===== src/rtl/ram_port_arbiter.sv =====
// Two-requester arbiter for a 1R/1W RAM with tagged 2-cycle read return.
// Optional power-on clear sweep when RAM_ARB_CLEAR_EN is defined.
module ram_port_arbiter #(
    parameter int unsigned ADDR_W     = 5,
    parameter int unsigned DATA_W     = 4,
    parameter int unsigned RD_LATENCY = 2
) (
    input  logic              clk,
    input  logic              reset_n,
    input  logic [1:0]        req,
    input  logic [1:0]        we,
    input  logic [ADDR_W-1:0] addr0,
    input  logic [ADDR_W-1:0] addr1,
    input  logic [DATA_W-1:0] wdata0,
    input  logic [DATA_W-1:0] wdata1,
    output logic [1:0]        gnt,
    output logic [1:0]        rvalid,
    output logic [DATA_W-1:0] rdata,
    output logic              busy,
    output logic [ADDR_W-1:0] ram_rdaddress,
    output logic [ADDR_W-1:0] ram_wraddress,
    output logic [DATA_W-1:0] ram_data,
    output logic              ram_wren,
    input  logic [DATA_W-1:0] ram_q
);

    logic                  run;
    logic                  clr_wr;
    logic [ADDR_W-1:0]     clr_addr;

    logic                  rr_q, rr_d;
    logic [1:0]            wr_gnt, rd_gnt;
    logic [ADDR_W-1:0]     rdaddr_q, wraddr_q;
    logic [DATA_W-1:0]     wdata_q, rdata_q;
    logic [RD_LATENCY-1:0] tok_v_q, tok_v_d;
    logic [RD_LATENCY-1:0] tok_id_q, tok_id_d;

`ifdef RAM_ARB_CLEAR_EN
    typedef enum logic [0:0] {StClear, StRun} state_e;

    localparam logic [ADDR_W:0] ClrLast = {1'b0, {ADDR_W{1'b1}}};

    state_e          state_q;
    logic [ADDR_W:0] clr_cnt_q;

    always_ff @(posedge clk or negedge reset_n) begin
        if (!reset_n) begin
            state_q   <= StClear;
            clr_cnt_q <= '0;
            busy      <= 1'b1;
        end else if (state_q == StClear) begin
            clr_cnt_q <= clr_cnt_q + 1'b1;
            if (clr_cnt_q == ClrLast) begin
                state_q <= StRun;
                busy    <= 1'b0;
            end
        end
    end

    assign run      = (state_q == StRun);
    // The FSM idles in StClear during reset; keep the RAM write strobe quiet there.
    assign clr_wr   = (state_q == StClear) && reset_n;
    assign clr_addr = clr_cnt_q[ADDR_W-1:0];
`else
    // Gate on reset_n so nothing is granted while reset is held, yet grants start in the
    // very first cycle after release.
    assign run      = reset_n;
    assign clr_wr   = 1'b0;
    assign clr_addr = '0;
    assign busy     = 1'b0;
`endif

    always_comb begin
        gnt  = 2'b00;
        rr_d = rr_q;
        if (run) begin
            if (req == 2'b11) begin
                if (we[0] != we[1]) begin
                    gnt = 2'b11;
                end else begin
                    gnt  = rr_q ? 2'b10 : 2'b01;
                    rr_d = ~rr_q;
                end
            end else begin
                gnt = req;
            end
        end
    end

    assign wr_gnt = gnt & we;
    assign rd_gnt = gnt & ~we;

    always_comb begin
        ram_wren      = 1'b0;
        ram_wraddress = wraddr_q;
        ram_data      = wdata_q;
        if (clr_wr) begin
            ram_wren      = 1'b1;
            ram_wraddress = clr_addr;
            ram_data      = '0;
        end else if (wr_gnt != 2'b00) begin
            ram_wren      = 1'b1;
            ram_wraddress = wr_gnt[1] ? addr1 : addr0;
            ram_data      = wr_gnt[1] ? wdata1 : wdata0;
        end
    end

    always_comb begin
        ram_rdaddress = rdaddr_q;
        if (rd_gnt != 2'b00) begin
            ram_rdaddress = rd_gnt[1] ? addr1 : addr0;
        end
    end

    // Token pipeline tracks which requester owns the RAM output RD_LATENCY cycles later.
    always_comb begin
        tok_v_d     = '0;
        tok_id_d    = '0;
        tok_v_d[0]  = (rd_gnt != 2'b00);
        tok_id_d[0] = rd_gnt[1];
        for (int unsigned i = 1; i < RD_LATENCY; i++) begin
            tok_v_d[i]  = tok_v_q[i-1];
            tok_id_d[i] = tok_id_q[i-1];
        end
    end

    always_comb begin
        rvalid = 2'b00;
        rdata  = rdata_q;
        if (tok_v_q[RD_LATENCY-1]) begin
            rvalid = tok_id_q[RD_LATENCY-1] ? 2'b10 : 2'b01;
            rdata  = ram_q;
        end
    end

    always_ff @(posedge clk or negedge reset_n) begin
        if (!reset_n) begin
            rr_q     <= 1'b0;
            rdaddr_q <= '0;
            wraddr_q <= '0;
            wdata_q  <= '0;
            rdata_q  <= '0;
            tok_v_q  <= '0;
            tok_id_q <= '0;
        end else begin
            rr_q     <= rr_d;
            rdaddr_q <= ram_rdaddress;
            wraddr_q <= ram_wraddress;
            wdata_q  <= ram_data;
            rdata_q  <= rdata;
            tok_v_q  <= tok_v_d;
            tok_id_q <= tok_id_d;
        end
    end

endmodule


===== config.mk =====
export PLATFORM = sky130hd
export DESIGN_NAME = ram_port_arbiter
export DESIGN_NICKNAME = d
export VERILOG_FILES = /design/src/rtl/ram_port_arbiter.sv
export SDC_FILE = /design/constraint.sdc
export NUM_CORES = 1
export LEC_CHECK = 0
export CAP_MARGIN = 40
export CORE_MARGIN = 2
export CORE_UTILIZATION = 60
export DETAILED_ROUTE_END_ITERATION = 7
export DONT_BUFFER_PORTS = 1
export PLACE_DENSITY = 0.81
export RECOVER_POWER = 100
export SETUP_SLACK_MARGIN = 0.2
export SYNTH_ARGS = -nofsm -noshare
export SYNTH_HDL_FRONTEND = slang
export SYNTH_SLANG_ARGS = --single-unit

===== constraint.sdc =====
create_clock -name clk -period 1.95 [get_ports clk]
set_clock_uncertainty 0.2 [all_clocks]
set_input_delay 0.195 -clock clk [delete_from_list [all_inputs] [get_ports clk]]
set_output_delay 0.195 -clock clk [all_outputs]
set_load 0.005 [all_outputs]

==> results.toml <==
[power_and_ir_drop]
power_leakage_nw = 0.679
seqPwrFrac = 0.479
p_int_mw = 0.842
switchingPower_mw = 0.394
ir_worst_vdd_mv = 0.779
powerDensity_nw_per_um2 = 805
switching_share = 0.319
p_comb_frac = 0.339
pwr-share-clk = 0.181

[timing]
tightest_slew_ps = 950
holdWs_ps = 3.96
hold_viol = 0
setup_viol = 4
rsz0062_at_grt = "yes"
fin_crit_sh = 1.01
fmax_mhz = 509
maxSlewHeadroom = 0.365
drv_slew = 0
finalCriticalPeriod_ps = 1960
layout_setup_ws_ps = -13.3

[hold_path]
hold_class = "in2reg"
hold-path-endpoint = "rdaddr_q[3]$_DFF_PN0_"
hold_path_depth = 3
hp-start = "we[0]"

[critical_path]
setup.worst_path.start_class = "flip-flop"
crit_arrival_ps = 1570
timing.rr.start = "rr_q$_DFFE_PN0P_"
reg2reg_depth = 4
critPathMaxFanout = 4
crit_start = "rr_q$_DFFE_PN0P_"
crit_path_end_kind = "output pin"
reg2reg_to = "tok_id_q[0]$_DFF_PN0_"
crit_required_ps = 1550
regToRegSetupSlack_ps = 190
crit_type = "reg2out"

[floorplan]
rows = 15
core_area_um2 = 1710
die-area_um2 = 2140
io_pins = 52
initial_utilization = 0.629
fp.dieW_um = 46.3
die_y_um = 46.3

[global_route]
first_global_vias = 935
grt_usage = 0.292
grt.overflow.total = 0
grt_first_pass_wirelength_um = 4200
antenna_found_initial = 0
grt_start_max_net_pins = 24

[synth]
ys.flop_type = "dfrtp_1"
yosysTopAreaCellShare = 0.536
yosys-top-cells-count = "23 x dfrtp_1, 10 x a21oi_1, 10 x mux2i_1, 10 x nor2_1, 6 x inv_1"
synth.most_common_cell = "dfrtp_1"
yosys.area.top_type = "dfrtp_1"
synth_fp_nets = 125
ys_seq_area_frac = 0.536
syn_avg_cell_area_um2 = 11.1
yosysUniqueCellTypes = 27
ys_async_sr_fraction = 1.00
synthCells = 97
synth_edf_count = 0
ys_ff_latch = 23
ys.warnings.count = 0
synth_area_leaders = "dfrtp_1 54%, mux2i_1 9.3%, a21oi_1 4.7%"
syn_area_um2 = 1070

[outcome]
status = "finished with violations"
violations = "setup timing"

[detailed_routing]
drc = 0
dr.pass1.iters = 4
wl_per_cell_um = 19.6
drt_iter0_drc = 24
postRouteAntennaNets = 0
vias = 962
viasPerCell = 6.17
wl_um = 3070

[cts]
cts.sinks = 23
cts_buffer_depth = 2
htreeDepth = 1
cts_tree = "built"
clk_latency_ps = 310
clkTransAtPathRegs_ps = 120
clockRootBuffer = "clkbuf_4"
numCtsBuffers = 3

[place]
pre_cts_ws_ps = 55.4
gp_congestion = 0.689
io_buffers = 0
dp_hpwl_um = 1580

[final_layout]
fillers = 70
nets = 160
antenna_cells = 0
drive_gt1_frac = 0.244
syn_to_final_growth_pct = 43.0

[flow_run]
drv_cap = 0
kinds of logic after synthesis:
logic type / after synthesis / share of synthesized area
xor+xnor: 2 / 0.0163
mux: 14 / 0.135
flops: 23 / 0.536
other cells: 1 / 0.00349
compound gates: 24 / 0.146
simple gates: 21 / 0.105
buf+inv: 12 / 0.0583
per-stage QoR:
step / utilization / TNS, ps / cells / total power [mW] / cell area, um2
after floorplan: - / 0 / 97 / 0.753 / 1070
after global placement: 0.630 / 0 / 118 / 0.772 / 1080
after CTS: 0.878 / -92.1 / 155 / 1.19 / 1500
final: 0.899 / -28.4 / 156 / 1.24 / 1540
after global routing: 0.899 / -637 / 156 / 1.29 / 1540
after detailed placement: 0.630 / 0 / 118 / 0.790 / 1080
critical path, cell delays in order, from the launching register on:
cell and delay (ps):
dfrtp_1 410, inv_2 70, a311o_2 400, mux2i_1 170
a21oi_2 190
sequential cells by signal, summed over array words and instances, names as in the netlist:
register,cells
tok_id_q,2
rdata_q,4
rr_q,1
tok_v_q,2
wdata_q,4
rdaddr_q,5
wraddr_q,5
power by group through the flow:
stage / Combinational (mW) / Clock (mW) / Sequential, mW
2_1_floorplan: 0.157 / 0 / 0.596
3_3_place_gp: 0.172 / 0 / 0.600
3_5_place_dp: 0.181 / 0 / 0.609
4_1_cts: 0.374 / 0.226 / 0.592
5_1_grt: 0.448 / 0.247 / 0.597
6_report: 0.419 / 0.224 / 0.592
layout make-up:
class | count | area, um2 | share of cell area
tap | 25 | 31.3 | 0.0204
inverter | 7 | 26.3 | 0.0171
sequential | 23 | 576 | 0.375
timing repair buffer | 34 | 327 | 0.213
clock buffer | 3 | 22.5 | 0.0147
clock inverter | 1 | 5.00 | 0.00326
multi-input combinational | 63 | 548 | 0.357
metal layers:
layer	share of wire	GRT usage	vias up	wire length, um
met5	0	0	-	0
met1	0.38	0.328	484	1170
met4	0.030	0.160	0	91
li1	-	-	409	-
met2	0.52	0.519	59	1610
met3	0.063	0.0431	10	192
placed cells by master (no fill, tap or decap), types with 2 or more instances in the layout:
cell type      netlist  routed
a31oi_1              2       2
nand2b_1             2       2
mux2_1               4       4
buf_4                2       3
mux2i_1             10      10
inv_2                1       2
a22oi_1              4       3
xnor2_1              2       2
inv_1                6       5
a311o_2              0       2
dfrtp_1             23      23
clkbuf_4             0       3
nor2_1              10      10
nand2_1              2       2
nor2b_1              2       2
dlygate4sd3_1        0      26
a21oi_2              0      10
o21ai_1              3       2
buf_6                1       2
repair_timing:
action	CTS	global route
pin swaps	15	4
gates resized for setup	17	7
setup endpoints to repair	23	16
cloned	1	0
buffers inserted	5	0
hold buffers	27	0
endpoints found under the hold margin	44	0
worst max-delay path by stage:
stage / endpoint / slack, ps
global route: ram_rdaddress[4] / -90
detailed placement: ram_wraddress[2] / 60
CTS: ram_wraddress[0] / -20
global placement: ram_data[1] / 160
floorplan: ram_data[0] / 380
finish: ram_wraddress[1] / -10
(Power assumes the default switching activity.)
